## src/rtl/uart_rx_unit.sv

```systemverilog
// ============================================================================
// Module   : uart_rx_unit
// Purpose  : 8N1 UART receiver with oversampled deframer and FWFT byte FIFO.
// Revision : 1.0
// ============================================================================
`default_nettype none

module uart_rx_unit #(
    parameter int CLK_PER_HALF_BIT = 86,
    parameter int FIFO_AW          = 4
) (
    input  logic       clk,
    input  logic       rstn,
    input  logic       rxd,
    input  logic       rd_en,
    output logic [7:0] dout,
    output logic       empty,
    output logic       frame_err,
    output logic       overrun
);

    localparam int                 c_cw        = $clog2(2 * CLK_PER_HALF_BIT);
    localparam logic [c_cw-1:0]    c_half_last = c_cw'(CLK_PER_HALF_BIT - 1);
    localparam logic [c_cw-1:0]    c_full_last = c_cw'(2 * CLK_PER_HALF_BIT - 1);
    localparam int                 c_depth_i   = 2 ** FIFO_AW;
    localparam logic [FIFO_AW:0]   c_depth     = (FIFO_AW + 1)'(c_depth_i);

    localparam logic [1:0] c_st_idle  = 2'd0;
    localparam logic [1:0] c_st_start = 2'd1;
    localparam logic [1:0] c_st_data  = 2'd2;
    localparam logic [1:0] c_st_stop  = 2'd3;

    logic              r_sync1;
    logic              r_sync2;
    logic              w_rxs;
    logic [1:0]        r_state;
    logic [1:0]        w_state_nx;
    logic [c_cw-1:0]   r_cnt;
    logic [2:0]        r_bitn;
    logic [7:0]        r_shreg;
    logic              r_armed;

    logic              w_cnt_clr;
    logic              w_data_smp;
    logic              w_push;
    logic              w_ferr;

    logic [7:0]        r_mem [c_depth_i];
    logic [FIFO_AW-1:0] r_wptr;
    logic [FIFO_AW-1:0] r_rptr;
    logic [FIFO_AW:0]  r_count;
    logic              w_pop;
    logic              w_push_ok;

    assign w_rxs = r_sync2;

    always_ff @(posedge clk or negedge rstn) begin
        if (!rstn) begin
            r_sync1 <= 1'b1;
            r_sync2 <= 1'b1;
        end else begin
            r_sync1 <= rxd;
            r_sync2 <= r_sync1;
        end
    end

    always_ff @(posedge clk or negedge rstn) begin
        if (!rstn) begin
            r_state <= c_st_idle;
        end else begin
            r_state <= w_state_nx;
        end
    end

    always_comb begin
        w_state_nx = r_state;
        case (r_state)
            c_st_idle: begin
                if (!w_rxs && r_armed) w_state_nx = c_st_start;
            end
            c_st_start: begin
                if (r_cnt == c_half_last) w_state_nx = w_rxs ? c_st_idle : c_st_data;
            end
            c_st_data: begin
                if (r_cnt == c_full_last && r_bitn == 3'd7) w_state_nx = c_st_stop;
            end
            c_st_stop: begin
                if (r_cnt == c_full_last) w_state_nx = c_st_idle;
            end
            default: w_state_nx = c_st_idle;
        endcase
    end

    always_comb begin
        w_cnt_clr  = 1'b0;
        w_data_smp = 1'b0;
        w_push     = 1'b0;
        w_ferr     = 1'b0;
        case (r_state)
            c_st_idle:  w_cnt_clr = 1'b1;
            c_st_start: w_cnt_clr = (r_cnt == c_half_last);
            c_st_data: begin
                w_cnt_clr  = (r_cnt == c_full_last);
                w_data_smp = (r_cnt == c_full_last);
            end
            c_st_stop: begin
                w_cnt_clr = (r_cnt == c_full_last);
                w_push    = (r_cnt == c_full_last) && w_rxs;
                w_ferr    = (r_cnt == c_full_last) && !w_rxs;
            end
            default: w_cnt_clr = 1'b1;
        endcase
    end

    // A break leaves the line low after the stop sample; hold off new starts
    // until the line has been seen high again.
    always_ff @(posedge clk or negedge rstn) begin
        if (!rstn) begin
            r_cnt   <= '0;
            r_bitn  <= '0;
            r_shreg <= '0;
            r_armed <= 1'b1;
        end else begin
            r_cnt <= w_cnt_clr ? '0 : r_cnt + 1'b1;
            if (r_state != c_st_data) begin
                r_bitn <= '0;
            end else if (w_data_smp) begin
                r_bitn <= r_bitn + 1'b1;
            end
            if (w_data_smp) r_shreg[r_bitn] <= w_rxs;
            if (w_ferr) begin
                r_armed <= 1'b0;
            end else if (w_rxs) begin
                r_armed <= 1'b1;
            end
        end
    end

    assign empty     = (r_count == '0);
    assign w_pop     = rd_en && !empty;
    assign w_push_ok = w_push && ((r_count < c_depth) || w_pop);
    assign dout      = empty ? 8'h00 : r_mem[r_rptr];

    always_ff @(posedge clk) begin
        if (w_push_ok) r_mem[r_wptr] <= r_shreg;
    end

    always_ff @(posedge clk or negedge rstn) begin
        if (!rstn) begin
            r_wptr    <= '0;
            r_rptr    <= '0;
            r_count   <= '0;
            frame_err <= 1'b0;
            overrun   <= 1'b0;
        end else begin
            if (w_push_ok) r_wptr <= r_wptr + 1'b1;
            if (w_pop)     r_rptr <= r_rptr + 1'b1;
            case ({w_push_ok, w_pop})
                2'b10:   r_count <= r_count + 1'b1;
                2'b01:   r_count <= r_count - 1'b1;
                default: r_count <= r_count;
            endcase
            frame_err <= w_ferr;
            overrun   <= w_push && !w_push_ok;
        end
    end

endmodule

`default_nettype wire
```

## config.mk

```make
export PLATFORM = sky130hd
export DESIGN_NAME = uart_rx_unit
export DESIGN_NICKNAME = d
export VERILOG_FILES = /design/src/rtl/uart_rx_unit.sv
export SDC_FILE = /design/constraint.sdc
export NUM_CORES = 1
export LEC_CHECK = 0
export CORE_MARGIN = 2
export CORE_UTILIZATION = 43
export CTS_BUF_LIST = sky130_fd_sc_hd__clkbuf_2 sky130_fd_sc_hd__clkbuf_4 sky130_fd_sc_hd__clkbuf_8
export DETAILED_ROUTE_END_ITERATION = 7
export PLACE_DENSITY_LB_ADDON = 0.3
export REMOVE_ABC_BUFFERS = 1
export SLEW_MARGIN = 40
export SYNTH_ARGS = -nofsm -noshare
export SYNTH_HDL_FRONTEND = slang
export SYNTH_SLANG_ARGS = --single-unit
```

## constraint.sdc

```tcl
create_clock -name clk -period 4.55 [get_ports clk]
set_input_delay 0.91 -clock clk [delete_from_list [all_inputs] [get_ports clk]]
set_output_delay 0.91 -clock clk [all_outputs]
set_load 0.005 [all_outputs]
```

==> flow_summary.toml <==
[outcome]
outcome = "completed"

[placement]
place_area_mm2 = 0.007295
place_congestion = 0.7682
dpl.hpwl_um = 8033
port_buffers = 14

[timing]
finalSetupViolations = 0
max_freq_mhz = 274.4
finalSetupTns_ps = 0
drv_slew = 0
finalHoldViolCount = 0
skew_ps = 10.33
period_minus_slack_ps = 3645
worstMarginPinSlew_ps = 875.6
max-slew-margin-rel_pct = 41.41
fin_crit_sh_pct = 80.10
rsz0062_at_grt = "no"

[floorplan]
rows = 46
dieWidth_um = 130.8
core_mm2 = 0.01583
io_pins = 15
floorplan.die_area_mm2 = 0.01711
die_y_um = 130.8
initial_core_util_pct = 43.68

[layout]
fin_nets = 436
layout_commonest_cell = "edfxtp_1"
final_util_pct = 48.66
num-fill-cells = 1333
area_growth_pct = 11.40
drive_above_1_share_pct = 22.40
design_area_mm2 = 0.007702
antenna_cells = 0
final_cell_mix = "edfxtp_1, dfrtp_1, mux4_2, nand2_1, clkbuf_8"

[detailed_routing]
drt-met1-wl_um = 5839
wl_met3_um = 563
vias_per_cell = 5.451
routed_wl_um = 12670
drtPass1Iterations = 5
ant_nets = 0
wl_per_cell_um = 19.52
met2_length_um = 6115
highest_layer = "met4"
vias = 3538
drc = 0
drt_iter0_drc = 358

[cts]
ctsHtreeMaxLevel = 4
cts_num_sinks = 167
clk_latency_ps = 440
cts_tree = "yes"
clockRootBuffer = "clkbuf_8"
clk_pin_slew_ps = 80
postCtsHoldBufs = 0
cts_resized = 0
cts_buffers = 17
clock_path_buffers = 2
postCtsSetupRepairBufs = 0

[hold_path]
min_path_type = "flop to flop"
hold_start = "r_sync1$_DFF_PN1_"

[worst_setup_path]
crit_path_max_fanout = 17
worstPathCellList = "buf_4 > mux4_2 > mux2i_1 > o22ai_1 > clkdlybuf4s50_1"
cp-endpoint = "dout[7]"
max_stage_delay_ps = 550
worstRegToRegCells = 11
regToRegEndpoint = "r_count[2]$_DFFE_PN0P_"
end_kind = "primary output"
cp_num_buf_inv = 2
worstPathRequired_ps = 3640
critPathArrivalTime_ps = 2730
start_kind = "flop"
cp_num_cells = 5
critPathKind = "flop to primary output"
cp_top_family = "buffers and inverters"
r2r_slack_ps = 1490
cp_slowest_cell = "mux4_2"
r2r-start = "r_cnt[2]$_DFF_PN0_"
startpoint = "r_rptr[0]$_DFFE_PN0P_"

[global_routing]
grt_pass1_vias = 3585
track_usage_pct = 16.47
grt_max_degree = 40
grt_pass1_wl_um = 20270
grt_overflow_total = 0
antenna_found_initial = 0

[flow_run]
maxCapViolCount = 0

[synthesis]
ys_types = 46
seq_area_frac_synth_pct = 69.76
syn_inst = 401
synth-edff-count = 128
ys_async_sr_fraction_pct = 23.35
syn_area_mm2 = 0.006914
ys.flop_type = "edfxtp_1"
synth-seq-cells = 167
avgSynthCellArea_um2 = 17.24
yosysWarnings = 0

[pwr]
ir_worst_vdd_v = 0.0002394
power.density_mw_per_mm2 = 377.4
cellLeakagePower_nw = 2.743
==> layer usage <==
layer,vias up,GRT usage [%]
met5,-,0
met4,0,5.882
met2,91,25.67
met3,11,3.583
met1,1849,23.11
li1,1587,-
==> power breakdown <==
part / switching, mW / internal [mW] / leakage, nW / total (mW)
combinational: 0.0719 / 0.0578 / 0.698 / 0.130
sequential: 0.0500 / 1.66 / 1.84 / 1.71
clock: 0.516 / 0.551 / 0.206 / 1.07
total: 0.638 / 2.27 / 2.74 / 2.91
==> metrics by stage <==
step | std cells | hold WS [ps] | total power, mW | setup slack [ps]
3_5_place_dp | 617 | 351.0 | 1.874 | 1285
5_1_grt | 649 | 365.4 | 3.030 | 717.6
6_report | 649 | 359.8 | 2.907 | 905.4
2_1_floorplan | 384 | 345.2 | 1.833 | 1321
4_1_cts | 649 | 363.0 | 2.933 | 815.0
3_3_place_gp | 617 | 346.6 | 1.869 | 1301
==> cell type report <==
class | count | area (µm²) | share of cell area, %
clock buffer | 19 | 249.0 | 3.233
clock inverter | 13 | 151.4 | 1.966
inverter | 9 | 33.78 | 0.4386
multi-input combinational | 208 | 2012 | 26.12
sequential | 167 | 4826 | 62.65
tap | 216 | 270.3 | 3.509
timing repair buffer | 17 | 160.2 | 2.079
==> worst min path at each step <==
stage / end / slack [ps] / depth (start not counted)
detailed placement: r_sync2$_DFF_PN1_ / 350 / 0
global route: r_sync2$_DFF_PN1_ / 370 / 0
floorplan: r_sync2$_DFF_PN1_ / 350 / 0
global placement: r_sync2$_DFF_PN1_ / 350 / 0
CTS: r_sync2$_DFF_PN1_ / 360 / 0
finish: r_sync2$_DFF_PN1_ / 360 / 0
==> sequential cells by signal (all words and copies together), names as in the netlist, 3 cells and up, named ones only <==
name,flops
r_wptr,4
r_cnt,8
r_count,5
r_mem,128
r_rptr,4
r_bitn,3
r_shreg,8
==> cell families after synthesis <==
logic type / synth area share (%)
flip-flops: 69.76
AND/OR/NAND/NOR: 7.130
buffers and inverters: 1.574
AO/OA/AOI/OAI: 2.588
adder cells (fa/ha/maj): 2.171
multiplexers: 14.37
XOR/XNOR: 2.407
==> cell usage after synthesis, types with 2 or more instances <==
cell / n / area [µm²]
a21oi_1: 6 / 30.03
and2_1: 2 / 12.51
and3b_1: 2 / 17.52
buf_1: 4 / 15.01
buf_2: 3 / 15.01
clkbuf_1: 9 / 33.78
dfrtp_1: 36 / 900.9
dfstp_2: 3 / 78.83
edfxtp_1: 128 / 3844
ha_1: 12 / 150.1
inv_1: 9 / 33.78
mux2_2: 9 / 101.4
mux2i_1: 16 / 160.2
mux4_2: 32 / 720.7
nand2_1: 18 / 67.56
nand2b_1: 6 / 37.54
nand3_1: 8 / 40.04
nand4_1: 4 / 25.02
nor2_1: 28 / 105.1
nor2b_1: 2 / 12.51
nor3_1: 7 / 35.03
nor4_4: 2 / 42.54
nor4b_1: 3 / 26.28
o21ai_0: 5 / 25.02
o22ai_1: 8 / 50.05
or3_1: 2 / 12.51
xnor2_1: 7 / 61.31
xor2_1: 12 / 105.1
Power figures use the tool's default switching activity.
